**src/rtl/vend_pkg.sv**
```systemverilog
// Shared vending definitions: coin encodings and values, FSM state encodings, error bit positions.
package vend_pkg;

    localparam logic [1:0] COIN_5  = 2'b00;
    localparam logic [1:0] COIN_10 = 2'b01;
    localparam logic [1:0] COIN_20 = 2'b10;
    localparam logic [1:0] COIN_50 = 2'b11;

    typedef enum logic [2:0] {
        S_IDLE     = 3'd0,
        S_CREDIT   = 3'd1,
        S_CHECK    = 3'd2,
        S_DISPENSE = 3'd3,
        S_CHANGE   = 3'd4
    } state_e;

    localparam int ERR_ID     = 0;
    localparam int ERR_STOCK  = 1;
    localparam int ERR_CREDIT = 2;

    function automatic logic [5:0] coin_value(input logic [1:0] code);
        logic [5:0] v;
        case (code)
            COIN_5:  v = 6'd5;
            COIN_10: v = 6'd10;
            COIN_20: v = 6'd20;
            default: v = 6'd50;
        endcase
        return v;
    endfunction

endpackage

```
**src/rtl/vend_change_gen.sv**
```systemverilog
// Combinational greedy change picker: largest coin not exceeding credit; zero latency, no backpressure.
module vend_change_gen
    import vend_pkg::*;
#(
    parameter int CREDIT_W = 16
) (
    input  logic [CREDIT_W-1:0] credit,
    output logic [1:0]          chg_code,
    output logic [CREDIT_W-1:0] chg_value
);

    always_comb begin
        chg_code = COIN_5;
        if (credit >= CREDIT_W'(50))
            chg_code = COIN_50;
        else if (credit >= CREDIT_W'(20))
            chg_code = COIN_20;
        else if (credit >= CREDIT_W'(10))
            chg_code = COIN_10;
        chg_value = CREDIT_W'(coin_value(chg_code));
    end

endmodule

```
**src/rtl/vend_txn_controller.sv**
```systemverilog
// Vending transaction engine: credit, stock/price tables, multi-qty dispense and greedy change; sel_valid->disp_valid 2 cycles,
// dispense/change outputs hold while their ready is low. Define VEND_DISCOUNT_EN to enable the bulk-quantity discount.
module vend_txn_controller
    import vend_pkg::*;
#(
    parameter int NUM_PRODUCTS = 8,
    parameter int ID_W         = $clog2(NUM_PRODUCTS),
    parameter int STOCK_W      = 5,
    parameter int INIT_STOCK   = 10,
    parameter int PRICE_W      = 8,
    parameter int QTY_W        = 4,
    parameter int CREDIT_W     = 16,
    parameter int LOW_THRESH   = 5,
    parameter int DISC_QTY     = 10
) (
    input  logic                clock,
    input  logic                reset,
    input  logic                coin_valid,
    input  logic [1:0]          coin_code,
    input  logic                sel_valid,
    input  logic [ID_W-1:0]     sel_id,
    input  logic [QTY_W-1:0]    sel_qty,
    input  logic                cancel,
    input  logic                price_we,
    input  logic [ID_W-1:0]     price_id,
    input  logic [PRICE_W-1:0]  price_data,
    output logic                disp_valid,
    output logic [ID_W-1:0]     disp_id,
    input  logic                disp_ready,
    output logic                chg_valid,
    output logic [1:0]          chg_code,
    input  logic                chg_ready,
    output logic [CREDIT_W-1:0] credit,
    output logic [STOCK_W-1:0]  stock_level,
    output logic                low_stock,
    output logic                coin_reject,
    output logic [2:0]          err,
    output logic [2:0]          state
);

    localparam int COST_W = PRICE_W + QTY_W;
`ifdef VEND_DISCOUNT_EN
    localparam bit DISC_ON = 1'b1;
`else
    localparam bit DISC_ON = 1'b0;
`endif

    state_e              state_q, state_d;
    logic [CREDIT_W-1:0] credit_q, credit_d;
    logic [ID_W-1:0]     id_q, id_d;
    logic [QTY_W-1:0]    qty_q, qty_d;
    logic [QTY_W-1:0]    remaining_q, remaining_d;
    logic [2:0]          err_q, err_d;
    logic                coin_reject_q, coin_reject_d;
    logic [STOCK_W-1:0]  stock_q [NUM_PRODUCTS];
    logic [STOCK_W-1:0]  stock_d [NUM_PRODUCTS];
    logic [PRICE_W-1:0]  price_q [NUM_PRODUCTS];
    logic [PRICE_W-1:0]  price_d [NUM_PRODUCTS];

    logic [CREDIT_W:0]   coin_sum;
    logic                coin_ok;
    logic [COST_W-1:0]   cost_raw, cost;
    logic [COST_W+3:0]   scaled, disc, disc5;
    logic                disc_hit, bad_req;
    logic [1:0]          chg_code_w;
    logic [CREDIT_W-1:0] chg_value_w;

    vend_change_gen #(.CREDIT_W(CREDIT_W)) u_change (
        .credit    (credit_q),
        .chg_code  (chg_code_w),
        .chg_value (chg_value_w)
    );

    // Bulk discount: 90% of cost, floored to a multiple of 5 so credit stays coin-returnable
    always_comb begin
        cost_raw = COST_W'(price_q[id_q]) * COST_W'(qty_q);
        scaled   = (COST_W+4)'(cost_raw) * (COST_W+4)'(9);
        disc     = scaled / (COST_W+4)'(10);
        disc5    = disc - (disc % (COST_W+4)'(5));
        disc_hit = DISC_ON && (32'(qty_q) > DISC_QTY);
        cost     = disc_hit ? COST_W'(disc5) : cost_raw;
        bad_req  = (32'(id_q) >= NUM_PRODUCTS) || (qty_q == '0);
    end

    always_comb begin
        state_d       = state_q;
        credit_d      = credit_q;
        id_d          = id_q;
        qty_d         = qty_q;
        remaining_d   = remaining_q;
        err_d         = err_q;
        stock_d       = stock_q;
        price_d       = price_q;
        coin_sum      = {1'b0, credit_q} + (CREDIT_W+1)'(coin_value(coin_code));
        coin_ok       = coin_valid && ((state_q == S_IDLE) || (state_q == S_CREDIT)) && !coin_sum[CREDIT_W];
        coin_reject_d = coin_valid && !coin_ok;

        if (sel_valid)
            err_d = '0;

        case (state_q)
            S_IDLE: begin
                if (coin_ok) begin
                    credit_d = coin_sum[CREDIT_W-1:0];
                    state_d  = S_CREDIT;
                end
                if (price_we && (32'(price_id) < NUM_PRODUCTS))
                    price_d[price_id] = price_data;
            end
            S_CREDIT: begin
                if (coin_ok)
                    credit_d = coin_sum[CREDIT_W-1:0];
                if (cancel) begin
                    state_d = S_CHANGE;
                end else if (sel_valid) begin
                    id_d    = sel_id;
                    qty_d   = sel_qty;
                    state_d = S_CHECK;
                end
            end
            S_CHECK: begin
                state_d = S_CREDIT;
                if (bad_req)
                    err_d[ERR_ID] = 1'b1;
                else if (32'(stock_q[id_q]) < 32'(qty_q))
                    err_d[ERR_STOCK] = 1'b1;
                else if (32'(credit_q) < 32'(cost))
                    err_d[ERR_CREDIT] = 1'b1;
                else begin
                    credit_d      = credit_q - CREDIT_W'(cost);
                    stock_d[id_q] = stock_q[id_q] - STOCK_W'(qty_q);
                    remaining_d   = qty_q;
                    state_d       = S_DISPENSE;
                end
            end
            S_DISPENSE: begin
                if (disp_ready) begin
                    remaining_d = remaining_q - QTY_W'(1);
                    if (remaining_q == QTY_W'(1))
                        state_d = (credit_q != '0) ? S_CHANGE : S_IDLE;
                end
            end
            S_CHANGE: begin
                if (credit_q == '0) begin
                    state_d = S_IDLE;
                end else if (chg_ready) begin
                    credit_d = credit_q - chg_value_w;
                    if (credit_d == '0)
                        state_d = S_IDLE;
                end
            end
            default: state_d = S_IDLE;
        endcase
    end

    always_ff @(posedge clock) begin
        if (!reset) begin
            state_q       <= S_IDLE;
            credit_q      <= '0;
            id_q          <= '0;
            qty_q         <= '0;
            remaining_q   <= '0;
            err_q         <= '0;
            coin_reject_q <= 1'b0;
            for (int i = 0; i < NUM_PRODUCTS; i++) begin
                stock_q[i] <= STOCK_W'(INIT_STOCK);
                price_q[i] <= PRICE_W'(5 * (i + 2));
            end
        end else begin
            state_q       <= state_d;
            credit_q      <= credit_d;
            id_q          <= id_d;
            qty_q         <= qty_d;
            remaining_q   <= remaining_d;
            err_q         <= err_d;
            coin_reject_q <= coin_reject_d;
            stock_q       <= stock_d;
            price_q       <= price_d;
        end
    end

    always_comb begin
        stock_level = '0;
        if (32'(sel_id) < NUM_PRODUCTS)
            stock_level = stock_q[sel_id];
    end

    assign low_stock   = 32'(stock_level) < LOW_THRESH;
    assign disp_valid  = (state_q == S_DISPENSE);
    assign disp_id     = id_q;
    assign chg_valid   = (state_q == S_CHANGE) && (credit_q != '0);
    assign chg_code    = chg_code_w;
    assign credit      = credit_q;
    assign coin_reject = coin_reject_q;
    assign err         = err_q;
    assign state       = state_q;

endmodule

```
**config.mk**
```make
export PLATFORM = sky130hd
export DESIGN_NAME = vend_txn_controller
export DESIGN_NICKNAME = d
export VERILOG_FILES = /design/src/rtl/vend_pkg.sv /design/src/rtl/vend_change_gen.sv /design/src/rtl/vend_txn_controller.sv
export SDC_FILE = /design/constraint.sdc
export NUM_CORES = 1
export LEC_CHECK = 0
export CAP_MARGIN = 20
export CELL_PAD_IN_SITES_DETAIL_PLACEMENT = 0
export CELL_PAD_IN_SITES_GLOBAL_PLACEMENT = 1
export CORE_UTILIZATION = 42
export CTS_CLUSTER_DIAMETER = 30
export DETAILED_ROUTE_END_ITERATION = 10
export GPL_TIMING_DRIVEN = 1
export PLACE_DENSITY = 0.85
export SKIP_LAST_GASP = 1
export SYNTH_ARGS = -nofsm -noshare
export SYNTH_HDL_FRONTEND = slang
export SYNTH_SLANG_ARGS = --single-unit
```
**constraint.sdc**
```tcl
create_clock -name clock -period 5.4 [get_ports clock]
set_input_delay 1.35 -clock clock [delete_from_list [all_inputs] [get_ports clock]]
set_output_delay 1.35 -clock clock [all_outputs]
set_load 0.01 [all_outputs]
```
==> flow_summary.yaml <==
routing:
  drc: 2
  wl_per_cell_um: 17.9
  initialDrtViolationCount: 486
  ant_nets: 0
  wl_um: 26700
  dr.pass1.iters: 8
  vias: 8531
  vias_per_cell: 5.70
clock_tree:
  path_clk_slew_ns: 0.06
  htreeDepth: 4
  root_buffer: "clkbuf_16"
  clockBufferDepth: 2
  numCtsBuffers: 17
  clk_latency_ns: 0.44
  cts_tree: "built"
  postCtsHoldBufs: 0
  numClockSinks: 138
logic_synthesis:
  yosysSeqAreaShare_pct: 29.1
  yosysMostFrequentCell: "nor2_1"
  synth_common_cells: "nor2_1, dfxtp_1, mux2i_1"
  postSynthCellCount: 1084
  ys_warn_count: 0
  syn_avg_cell_area_um2: 8.77
  synth_area_leader_cell: "dfxtp_1"
  ys_async_sr_fraction_pct: 0
  synthesis.area_mm2: 0.00950
  yosys-top-cells-area: "dfxtp_1, mux2i_1, ha_1, nor2_1, mux4_2"
  synth.net_count: 1174
  synth-seq-cells: 138
  yosys.area.top_type_share_pct: 29.1
  ys_types: 93
  synthFlopType: "dfxtp_1"
  synth_edf_count: 0
grt:
  grt.met1_usage_pct: 30.4
  grtUsageMet3_pct: 4.24
  grt_max_degree: 60
  grt_pass1_wl_um: 43500
  top_usage_layer: "met2"
  overflow: 0
  use_met2_pct: 38.9
  grt_antenna_before_repair: 0
  track_usage_pct: 23.4
  grt_pass1_vias: 8210
worst_hold_path:
  hp-class: "reg -> reg"
timing:
  fin_ws_ns: 0.0144
  finalHoldViolations: 0
  finalSetupViolCount: 0
  fin_crit_sh_pct: 99.7
  drv_slew: 0
  hold_ws_ns: 0.474
  finClkSkew_ns: 0.0126
  worstMarginPinSlew_ns: 1.08
  period_needed_ns: 5.39
  max_slew_margin_pct: 27.9
  final.setup.tns_ns: 0
  max_freq_mhz: 186
  rsz0062_at_grt: "yes"
layout:
  layout-drive-gt1-share_pct: 21.9
  design_area_mm2: 0.0120
  fillers: 1963
  antennaDiodeCount: 0
  fin_nets: 1293
  area_growth_syn_to_layout_pct: 26.3
  multi_input_area_mm2: 0.00656
  regArea_mm2: 0.00277
die:
  num_rows: 54
  die_area_mm2: 0.0232
  initial_core_util_pct: 43.1
  coreArea_mm2: 0.0220
  die_h_um: 152
  die_w_um: 152
  io_pins: 64
worst_setup_path:
  slowest_delay_ns: 0.52
  cp_common_cell: "o21ai_1"
  required_ns: 5.68
  crit_slowest_cell: "fa_1"
  end_kind: "flip-flop"
  worstPathArrival_ns: 5.67
  worstSetupStartpointType: "flip-flop"
  path_class: "reg -> reg"
  path_max_fanout: 8
pwr:
  vdd_ir_drop_max_v: 0.000233
  p_per_area_mw_per_mm2: 289
  p_leak_uw: 0.00484
  finalPower_uw: 3470
placement:
  hpwl_um: 18800
  placed_area_mm2: 0.0109
  port-buffer-count: 63
  dpl_worst_slack_ns: -0.161
  gp_congestion: 0.861
flow_run:
  drv_cap: 0
run_status:
  status: "complete, but fails checks"
  violations: "design-rule violations"
## layout make-up
| class | instances | area share, % |
|---|---|---|
| Timing Repair Buffer | 170 | 13.1 |
| Clock inverter | 11 | 1.13 |
| Clock buffer | 21 | 3.84 |
| Inverter | 40 | 1.25 |
| Tap cell | 280 | 2.92 |
| Multi-Input combinational cell | 836 | 54.6 |
| Sequential cell | 138 | 23.1 |
## per-layer routing
layer / vias to the layer above / part of all wire [%]
met5: - / 0
met1: 4106 / 45
met4: 0 / 2.0
li1: 4152 / -
met2: 228 / 48
met3: 45 / 4.8
## placed cells by master (no fill, tap or decap), types with 20 or more instances in the layout
master,n
nor2_1,143
dfxtp_1,135
mux2i_1,94
nand2_1,85
buf_4,81
clkdlybuf4s50_1,62
ha_1,39
a21oi_1,38
inv_1,31
o21ai_0,27
nand3_1,27
mux4_2,22
buf_6,20
## flip-flops by register name (all words and copies together), names as in the netlist
| register | cells |
|---|---|
| stock_q | 40 |
| disp_id | 3 |
| qty_q | 4 |
| coin_reject | 1 |
| state | 3 |
| err | 3 |
| credit | 16 |
| remaining_q | 4 |
| price_q | 64 |
## cell families after synthesis
kind of cell | share of synthesized area [%]
muxes | 16.6
and+or+nand+nor | 20.6
DFF | 29.1
AOI/OAI and AO/OA | 16.8
buffers and inverters | 5.16
adders and majority gates | 9.43
xor gates and xnor gates | 2.40
## path summary, 6_finish.rpt
path                                              start                  endpoint  slack [ns]  cells past startpoint
worst max-delay path            disp_id[0]$_SDFFE_PN0P_  stock_q[16]$_SDFFE_PN1P_        0.01                     29
worst min-delay path            stock_q[2]$_SDFFE_PN0P_   stock_q[2]$_SDFFE_PN0P_        0.47                      2
worst max register to register  disp_id[0]$_SDFFE_PN0P_  stock_q[16]$_SDFFE_PN1P_        0.01                     29
worst min register to register  stock_q[2]$_SDFFE_PN0P_   stock_q[2]$_SDFFE_PN0P_        0.47                      2
## metrics by stage
step,util [%],instances
4_1_cts,53.0,1481
3_5_place_dp,49.3,1441
6_report,54.5,1496
2_1_floorplan,-,1084
3_3_place_gp,49.3,1441
5_1_grt,54.5,1496
## report_power, final
part           internal (uW)  leakage (uW)  switching [uW]  total [uW]
combinational            514       0.00343             634        1150
sequential              1050       0.00112            68.7        1120
clock                    712      0.000283             490        1200
total                   2270       0.00484            1190        3470
## worst max-delay path: cells and delay by family, from the launching register on
kind | cells | cell delay [ns]
compound gates | 10 | 1.61
xor+xnor | 1 | 0.08
fa+ha+maj | 4 | 1.56
buf+inv | 6 | 0.72
flops | 1 | 0.39
simple gates | 8 | 0.85
## what timing repair did
| action | 4_1_cts | 5_1_grt |
|---|---|---|
| cloned | 0 | 1 |
| setup endpoints to repair | 58 | 62 |
| pin swaps | 34 | 38 |
| buffers inserted | 8 | 14 |
| resized for setup | 42 | 61 |
Note: power is estimated with default switching activity, not from simulation.
